<file path="src/rtl/issue_ctrl.sv">
// Decode-to-execute issue controller: RAW scoreboard over EX/MEM, stall/flush handling, perf counters.
// Optional operand forwarding selects (and load-use-only stalls) when IC_FORWARD_EN is defined.

// Compares one decoded source operand against the EX and MEM scoreboard slots.
module ic_src_chk #(
    parameter int REG_SIZE = 5
) (
    input  logic                     use_src,
    input  logic [REG_SIZE-1:0]      src,
    input  logic [1:0]               s_vld,
    input  logic [1:0][REG_SIZE-1:0] s_dst,
    output logic [1:0]               hit
);
    always_comb begin
        for (int s = 0; s < 2; s++)
            hit[s] = use_src && (src != '0) && s_vld[s] && (s_dst[s] == src);
    end
endmodule

module issue_ctrl #(
    parameter int CODE_SIZE = 6,
    parameter int REG_SIZE  = 5,
    parameter int FUNC_SIZE = 11,
    parameter int CNT_SIZE  = 16
) (
    input  logic                 clk,
    input  logic                 rst,
    input  logic                 in_valid,
    output logic                 in_ready,
    input  logic [CODE_SIZE-1:0] i_code,
    input  logic [REG_SIZE-1:0]  r_i,
    input  logic [REG_SIZE-1:0]  r_j,
    input  logic [REG_SIZE-1:0]  r_k,
    input  logic [FUNC_SIZE-1:0] i_func,
    input  logic                 flush,
    output logic                 issue_valid,
    output logic [CODE_SIZE-1:0] issue_code,
    output logic [REG_SIZE-1:0]  issue_ri,
    output logic [REG_SIZE-1:0]  issue_rj,
    output logic [REG_SIZE-1:0]  issue_rk,
    output logic [FUNC_SIZE-1:0] issue_func,
`ifdef IC_FORWARD_EN
    output logic [1:0]           fwd_j,
    output logic [1:0]           fwd_k,
`endif
    output logic                 illegal,
    output logic [CNT_SIZE-1:0]  stall_cnt,
    output logic [CNT_SIZE-1:0]  issue_cnt
);
    localparam logic [CODE_SIZE-1:0] OP_ALU = CODE_SIZE'(1);
    localparam logic [CODE_SIZE-1:0] OP_LW  = CODE_SIZE'(2);
    localparam logic [CODE_SIZE-1:0] OP_SW  = CODE_SIZE'(3);
    localparam int NSRC = 3;

    typedef struct packed {
        logic                vld;
        logic [REG_SIZE-1:0] dst;
        logic                ld;
    } slot_t;

    // Only EX and MEM are stored: the regfile is write-through, so a WB-stage
    // producer can never cause a hazard or need a forward.
    slot_t sb [2];

    logic is_alu, is_lw, is_sw, is_ill;
    logic hazard, accept, stall, writer;
    logic [NSRC-1:0]               use_src;
    logic [NSRC-1:0][REG_SIZE-1:0] src;
    logic [NSRC-1:0][1:0]          hit;
    logic [1:0]                    s_vld;
    logic [1:0][REG_SIZE-1:0]      s_dst;
    logic                          unused_ld;

    assign is_alu = (i_code == OP_ALU);
    assign is_lw  = (i_code == OP_LW);
    assign is_sw  = (i_code == OP_SW);
    assign is_ill = (i_code > OP_SW);

    // Source slots: 0 = r_i (SW data), 1 = r_j, 2 = r_k.
    assign use_src = {is_alu, is_alu | is_lw | is_sw, is_sw};
    assign src     = {r_k, r_j, r_i};
    assign s_vld   = {sb[1].vld, sb[0].vld};
    assign s_dst   = {sb[1].dst, sb[0].dst};
    assign unused_ld = sb[0].ld ^ sb[1].ld;

    for (genvar g = 0; g < NSRC; g++) begin : g_src
        ic_src_chk #(.REG_SIZE(REG_SIZE)) u_chk (
            .use_src(use_src[g]),
            .src    (src[g]),
            .s_vld  (s_vld),
            .s_dst  (s_dst),
            .hit    (hit[g])
        );
    end

`ifdef IC_FORWARD_EN
    logic [1:0] fsel_j, fsel_k;
    // Youngest producer (EX) takes priority over MEM.
    assign fsel_j = hit[1][0] ? 2'd1 : (hit[1][1] ? 2'd2 : 2'd0);
    assign fsel_k = hit[2][0] ? 2'd1 : (hit[2][1] ? 2'd2 : 2'd0);
    assign hazard = in_valid && sb[0].ld && (hit[0][0] || hit[1][0] || hit[2][0]);
`else
    assign hazard = in_valid && (|hit);
`endif

    assign in_ready = !hazard || flush;
    assign accept   = in_valid && in_ready && !flush;
    assign stall    = in_valid && !in_ready;
    assign writer   = accept && (is_alu || is_lw) && (r_i != '0);

    always_ff @(posedge clk) begin
        if (rst) begin
            sb[0]       <= '0;
            sb[1]       <= '0;
            issue_valid <= 1'b0;
            issue_code  <= '0;
            issue_ri    <= '0;
            issue_rj    <= '0;
            issue_rk    <= '0;
            issue_func  <= '0;
            illegal     <= 1'b0;
            stall_cnt   <= '0;
            issue_cnt   <= '0;
`ifdef IC_FORWARD_EN
            fwd_j       <= 2'd0;
            fwd_k       <= 2'd0;
`endif
        end else begin
            sb[1]       <= sb[0];
            sb[0]       <= '{vld: writer, dst: r_i, ld: writer && is_lw};
            issue_valid <= accept;
            if (accept) begin
                issue_code <= i_code;
                issue_ri   <= r_i;
                issue_rj   <= r_j;
                issue_rk   <= r_k;
                issue_func <= i_func;
`ifdef IC_FORWARD_EN
                fwd_j      <= fsel_j;
                fwd_k      <= fsel_k;
`endif
                if (is_ill) illegal <= 1'b1;
                else        issue_cnt <= issue_cnt + 1'b1;
            end
            if (stall && (stall_cnt != '1))
                stall_cnt <= stall_cnt + 1'b1;
        end
    end
endmodule

</file>
<file path="config.mk">
export PLATFORM = sky130hd
export DESIGN_NAME = issue_ctrl
export DESIGN_NICKNAME = d
export VERILOG_FILES = /design/src/rtl/issue_ctrl.sv
export SDC_FILE = /design/constraint.sdc
export NUM_CORES = 1
export LEC_CHECK = 0
export BUFFER_PORTS_ARGS = -buffer_cell sky130_fd_sc_hd__clkbuf_2
export CAP_MARGIN = 20
export CORE_MARGIN = 2
export CORE_UTILIZATION = 52
export CTS_CLUSTER_DIAMETER = 200
export CTS_CLUSTER_SIZE = 10
export DETAILED_ROUTE_END_ITERATION = 8
export PLACE_DENSITY_LB_ADDON = 0.1
export SLEW_MARGIN = 0
export SYNTH_ARGS = -nofsm -noshare
export SYNTH_HDL_FRONTEND = slang
export SYNTH_SLANG_ARGS = --single-unit
export TNS_END_PERCENT = 1
</file>
<file path="constraint.sdc">
create_clock -name clk -period 2.7 [get_ports clk]
set_clock_uncertainty 0.05 [all_clocks]
set_input_delay 0.405 -clock clk [delete_from_list [all_inputs] [get_ports clk]]
set_output_delay 0.405 -clock clk [all_outputs]
set_load 0.02 [all_outputs]
</file>
Yosys cells after proc, flatten, opt, wreduce, memory -nomap -nowiden. Memory sizes are Yosys's and may differ from the RTL's. Cells that the tools add are included.

Latch bits: 0. Word-level logic and storage cells: 67. Bits in read-only memories: 0. Memories kept: 1. Flip-flop bits (word level): 66. Memory bits (writable): 14.

$lt $le $gt $ge: 1. Equality and inequality tests: 10. Shift-type cells: 0. Div/mod/pow operators: 0. Bitwise operators: 5. Reductions and logical operators: 34. Add/subtract/negate cells: 2. Multiplexer cells: 5. $mul: 0.

Memory list: sb (words 2, width 7, read ports 2, clocked after Yosys merged registers in 0, write ports 2, RTL line 63) `slot_t sb [2];`.

Operators by type and width (count): adder 16 x 1 -> 16 bit, second input constant (2); equality test 5 bit (6); logical AND 1 bit (23); != test 16 bit, second input constant (1); nonzero test 5 bit (3); two-way mux 7 bit (2); equality test 6 x 2 -> 1 bit, second input constant (2); equality test 6 x 1 -> 1 bit, second input constant (1); > comparator 6 x 2 -> 1 bit, second input constant (1); OR reduction 6 bit (1); OR 1 bit (4); AND reduction 2 bit (2); logical NOT 1 bit (3); two-way mux 1 bit (3); logical OR 1 bit (2); inverter 1 bit (1).

Depth between registers and ports, before layout. Gate-level depths: netlist of run 1.

Depth in word-level cells: 16. Gate-level depth with buffers: 9. Mapped depth without buffers: 8.

By module. Synthesis of run 1 repeated with hierarchy kept, for this count alone.

Cells, all modules: 420. Area total of the unflattened synthesis: 3518.4 µm².

By module, submodules not included: issue_ctrl (cells each 366, times used 1, sequential area each 1561.5 µm², area an instance 3116.7 µm²); ic_src_chk (cells each 18, times used 3, sequential area each 0.0 µm², area an instance 133.9 µm²).

Worst setup path before layout of run 1. OpenSTA, ideal clock, no wires.

Kind: input to output. Start: input r_i[0]. End: output in_ready. Slack: 0.358 ns. Data arrival time: 1.887 ns. Stages: 6. Buffers on the path: 0. Cell sequence: xor2_1 nor4_1 nand3_1 a211o_2 a311oi_4 inv_1.

Longest elaborated chain between the ends: 8.

RTL lines: from (decl) (RTL line 31) `input logic [REG_SIZE-1:0] r_i,`; nonzero test 5 bit (RTL line 16) `hit[s] = use_src && (src != '0) && s_vld[s] && (s_dst[s] == src);`; logical AND 1 bit (3 in a row) (RTL line 16); OR reduction 6 bit (*) (RTL line 103) `assign hazard = in_valid && (|hit);`; logical AND 1 bit (*) (RTL line 103); logical NOT 1 bit (*) (RTL line 106) `assign in_ready = !hazard || flush;`; logical OR 1 bit (*) (RTL line 106); to (decl) (RTL line 29) `output logic in_ready,`.

Every way passes the cells marked *; elsewhere a longest branch is shown, timed or not.

==> metrics, run 1 <==
status=completed; Async S/R FF share, synth=0%; maxcap violations=0; antenna violations before repair=0; Seq/Total Area, Yosys=44.2%; Worst setup SP type=flip-flop; Area growth, synth to finish=25.7%; area of the multi-input gates=about 1900 um2; H-Tree Depth=3; Final #Nets=around 530; slowest cell on the critical path=a211o_2; Register Area=between 1500 and 2000 um2; Slew Viols, Final=0; CP Cell Sequence=xor2_1 > nor4_1 > nand3_1 > a211o_2 > a311oi_4 > inv_1 > clkbuf_2; Data required, critical path=between 2 and 2.5 ns; max_slew headroom=about half; max incr delay on CP=0.40 ns; total track usage=about 23%; Setup violations, final=0; clock tree buffer depth=2; Die W=86.4 um; DP Wirelength=a little over 6000 um; Leak=0.00198 uW; Syn Nets=420; starting density of the core=approximately 53%; clk_lat worst skew=about 0.34 ns; # hold bufs at CTS=0; Vias=between 3,000 and 4,000; Root Driver=clkbuf_8; largest net degree at the start of global routing=35; pwr dens=about 540 nW/um2; commonest non-fill, non-tap cells in the layout=102 x clkbuf_2, 70 x dfxtp_1, 44 x nor2_1, 33 x mux2i_1; Synth Register Bits=a little under 80; Yosys cell types=42; fraction of layout cells with a size suffix above 1=30.9%; RSZ-0062 raised after global routing=yes; Num CTS Buffers=9; final period utilization=between 90% and 100%; hold crit path type=in -> reg; WP data arrival=approximately 2.2 ns; Ant. Diodes=0; routability cong.=between 0.8 and 0.9; Overflow after GRT=0; Die Ht=between 80 and 90 um; first-pass GRT wire length=roughly 14,000 um; CTS clk-pin slew, worst paths=~0.070 ns; mapped cell area=3530 um2; Synthesis Warnings=0; fin area=around 4400 um2; DR vias/cell=5.60; worst vdd rail ir drop=roughly 330 uV; crit path max fanout=5; clock sinks=approximately 80; total power=approximately 2400 uW; Worst-Margin Slew=between 0.7 and 0.8 ns; Avg Cell Area, Syn=approximately 9.2 um2; First DRT Iteration DRCs=about 130; most common cell after layout, fill and taps aside=clkbuf_2; Setup crit end kind=output pin; Post-route DRC=0; WL final=8430 um; # rows=30; fillcell total=587; Top FF cell, synth=dfxtp_1; placed inst area=between 4000 and 5000 um2; Final ANT Viol Nets=0; Post-Syn Instances=about 380; crit path kind=reg -> out; PortBufs=slightly above 100; Hold Vio Cnt, Final=0; Pre-Repair DR Iteration Count=4; final worst path period need=between 2 and 3 ns; Die ar.=~7500 um2; CTS tree=yes; Ports=103; vias in the first global route=a little over 3,000; f_max=0.370 GHz; Core Footprint=between 6000 and 7000 um2; EDFF count, synth=0; DR WL/cell=about 15 um
metal layers:
layer  track usage (%)  vias up  part of all wire, %
met3              6.00       17                  5.1
met1              28.3     1533                   45
met4              9.38        0                  1.8
met2              37.5       88                   48
li1                  -     1607                    -
met5                 0        -                    0
registers in the layout (all words and copies together) (netlist names):
name and count:
illegal 1, issue_cnt 16, issue_code 6, issue_func 11, issue_ri 5, issue_rj 5, issue_rk 5, issue_valid 1
sb 12, stall_cnt 16
where the power goes:
part / switching, uW / total (uW) / internal (uW)
combinational: 142 / 246 / 104
clock: 407 / 933 / 526
sequential: 24.7 / 1210 / 1180
total: 574 / 2390 / 1810
cell families (layout without fill, tap and decap cells):
group           count (synthesis)  count (layout)  synth area share, %
compound gates                 65              65                 12.2
xor+xnor                       33              33                 8.19
fa+ha+maj                       2               2                0.709
buf+inv                        25             142                 3.12
flops                          78              78                 44.2
mux                            34              34                 9.67
simple gates                  145             145                 21.9
repair_timing:
item	in CTS	in global routing
endpoints found under the setup margin	1	1
pin swaps	0	3
buffers inserted	0	0
gates cloned	0	0
resized for setup	3	7
synth_stat cells, types with 8 or more instances:
cell	n	area [um2]
nor2b_1	14	87.6
xnor2_1	8	70.1
xor2_1	25	219
o21ai_0	10	50.1
mux2i_1	33	330
nor2_1	44	165
or4_1	15	113
nand2_1	16	60.1
or3_1	10	62.6
a21oi_1	25	125
clkbuf_1	11	41.3
dfxtp_1	78	1560
nor4_1	8	50.1
o31ai_1	12	90.1
nand3_1	19	95.1
path summary, 6_finish.rpt:
check	start	to	slack, ns	cells past startpoint
worst max register to register	sb[0][10]	issue_func[2]	0.32	8
worst min-delay path	i_func[3]	issue_func[3]	0.25	3
worst min register to register	issue_cnt[15]	issue_cnt[15]	0.44	2
worst max-delay path	sb[0][10]	in_ready	0.0005	7
final cells by class:
type                       count  share of cell area, %
multi-input combinational    279                   42.2
sequential                    78                   35.4
timing repair buffer         119                   14.7
clock buffer                  13                   4.03
tap                           80                   2.25
clock inverter                 3                  0.902
inverter                       7                  0.592
critical path: cells and delay by family, from the launching register on:
kind,cells,cell delay [ns]
XOR/XNOR,1,0.14
AND/OR/NAND/NOR,2,0.45
buffers and inverters,2,0.23
AO/OA/AOI/OAI,2,0.73
flip-flops,1,0.36
per-stage QoR:
step	hold slack [ns]	utilization [%]	TNS, ns	std cells	setup slack [ns]
after global routing	0.248	66.4	-0.0714	579	-0.0714
after detailed placement	0.431	62.8	0	563	0.0275
final	0.251	66.4	0	579	0.000468
after floorplan	0.424	-	0	382	0.358
after CTS	0.242	66.2	0	579	0.0127
after global placement	0.415	62.8	0	563	0.112
(Power assumes the default switching activity.)
==> inputs of run 2 (changes only) <==
--- a/config.mk
+++ b/config.mk
@@ -12,7 +12,9 @@
 export CTS_CLUSTER_DIAMETER = 200
 export CTS_CLUSTER_SIZE = 10
 export DETAILED_ROUTE_END_ITERATION = 8
+export MAX_ROUTING_LAYER = met4
 export PLACE_DENSITY_LB_ADDON = 0.1
+export SETUP_SLACK_MARGIN = 0.5
 export SLEW_MARGIN = 0
 export SYNTH_ARGS = -nofsm -noshare
 export SYNTH_HDL_FRONTEND = slang
==> run 2 against run 1 <==
Count of clock-buffer cells in the layout is 2 lower. Cell count is 1.0% lower. Non-clock buffer count shrank 6. Worst hold slack worse by 0.013 ns. Clock power is 15% higher. Critical path depth unchanged. Global-route usage fell by 0.16 points. First-iteration DRC count fell by 32%. Sequential share of layout area about the same. Routed wire length decreased by 5.4%. Worst setup slack better by 0.022 ns.
==> metrics, run 2 (same netlist as run 1, synthesis figures left out) <==
RSZ-0062 raised after global routing=yes; final worst path period need=2.68 ns (-0.0224 ns); H-Tree Depth=3 (unchanged); DP Wirelength=5620 um (-7.4%); worst vdd rail ir drop=412 uV (+24%); DR WL/cell=13.9 um (-4.5%); starting density of the core=52.8% (unchanged); biggest registers after layout=issue_cnt (16), stall_cnt (16), sb (12); clock tree buffer depth=2 (unchanged); Root Driver=clkbuf_8; Net Sw Frac=23.5% (-0.54 points); # hold bufs at CTS=0 (unchanged); commonest non-fill, non-tap cells in the layout=102 x clkbuf_2, 71 x dfxtp_1, 44 x nor2_1, 33 x mux2i_1; Area growth, synth to finish=25.6% (about the same); Final TNS setup=0 ns (unchanged); crit path max fanout=4 (-1); hold crit path type=in -> reg; Setup violations, final=0 (unchanged); final period utilization=99.2% (-0.83 points); P_int=1920 uW (+6.0%); grt met2 use=35.8% (-1.7 points); Core Footprint=6680 um2 (unchanged); first-pass GRT wire length=13,000 um (-5.0%); Pre-Repair DR Iteration Count=4 (unchanged); PortBufs=102 (unchanged); fin area=4440 um2 (about the same); maxcap violations=0 (unchanged); Vias=3,138 (-3.3%); clock sinks=78 (unchanged); CTS clk-pin slew, worst paths=0.08 ns (about the same); DR vias/cell=5.48 (-2.3%); status=completed; CTS tree=yes; Ant. Diodes=0 (unchanged); Die ar.=7460 um2 (unchanged); crit path kind=reg -> out; max_slew headroom=57.6% (+5.9 points); total power=2510 uW (+5.2%); Slew Viols, Final=0 (unchanged); sw power=591 uW (+2.9%); f_max=0.374 GHz (+0.84%); most common cell after layout, fill and taps aside=clkbuf_2; WL final=7970 um (-5.4%); Final ANT Viol Nets=0 (unchanged); GRT met3 Usage=6.10% (+0.095 points); largest net degree at the start of global routing=51 (+46%); Die Ht=86.4 um (unchanged); Setup crit end kind=output pin; Die W=86.4 um (unchanged); Hold Vio Cnt, Final=0 (unchanged); Ports=103 (unchanged); antenna violations before repair=0 (unchanged); total track usage=22.6% (-0.16 points); M1 GR Usage=27.6% (-0.75 points); Overflow after GRT=0 (unchanged); vias in the first global route=2,840 (-7.0%); WP data arrival=2.22 ns (-0.02 ns); Post-route DRC=0 (unchanged); pwr dens=566 nW/um2 (+5.3%); # rows=30 (unchanged); clock network fraction of total power=42.6% (+3.5 points); combinational power share=9.4% (-0.9 points); sequential power share=48.0% (-2.6 points); routability cong.=0.856 (-4.4%); GRT busiest layer=met2; Final #Nets=526 (-1.1%); Worst-Margin Slew=0.636 ns (-0.0891 ns); placed inst area=4120 um2 (-1.8%); Data required, critical path=2.25 ns (about the same); Num CTS Buffers=9 (unchanged); Leak=0.00196 uW (-1.2%); fraction of layout cells with a size suffix above 1=30.0% (-0.84 points); clk_lat worst skew=0.35 ns (about the same); Worst setup SP type=flip-flop; First DRT Iteration DRCs=86 (-32%)
==> run 2: changes by cell type in the layout (fill, tap and decap cells not counted), moves of 2 or more <==
cell	previous run	this run
bufinv_16	1	3
clkbuf_8	13	10
buf_4	16	10
clkinv_2	2	0
==> run 2: critical path, cell delays in order (launching register included) <==
cell and delay (ns):
dfxtp_2 0.35, xor2_1 0.15, nor4_1 0.39, nand3_1 0.16
a211o_4 0.38, a311oi_4 0.26, inv_2 0.04, clkbuf_2 0.15
==> run 2: power by group through the flow <==
stage	sequential [uW]	combinational [uW]	clock [uW]
floorplan	1260	112	0
global placement	1230	228	0
detailed placement	1230	232	0
CTS	1210	235	1090
global route	1210	259	1140
finish	1210	236	1070
==> run 2: path summary, 6_finish.rpt <==
kind	start	end	slack, ns	depth (start not counted)
hold / removal	i_func[10]	issue_func[10]	0.24	3
hold reg to reg	issue_cnt[15]	issue_cnt[15]	0.43	2
setup reg to reg	sb[0][1]	issue_func[0]	0.13	9
setup / recovery	sb[0][1]	in_ready	0.02	7
==> run 2: repair_timing <==
action,CTS,global route
buffers inserted,2,2
setup endpoints to repair,48,67
resized for setup,7,4
pin swaps,6,5
==> run 2: through the flow <==
stage / worst slack (ns) / instances / hold WS, ns / util, %
6_report: 0.0229 / 573 / 0.239 / 66.4
5_1_grt: -0.0534 / 573 / 0.251 / 66.4
4_1_cts: 0.0972 / 571 / 0.229 / 65.8
3_5_place_dp: 0.106 / 553 / 0.426 / 61.7
3_3_place_gp: 0.127 / 553 / 0.408 / 61.7
2_1_floorplan: 0.363 / 382 / 0.425 / -
==> run 2: metal layers <==
metal  up-vias  share of wire, %
li1       1593                 -
met1      1463                43
met2        68                50
met3        14               4.6
met4         0               2.1
met5         -                 0
==> run 2: area by class of cell <==
type,instances,area (um2)
clock inverter,5,106
sequential,78,1570
tap,80,100
timing repair buffer,113,606
clock buffer,11,141
inverter,7,26.3
fill,559,2250
multi-input combinational,279,1890
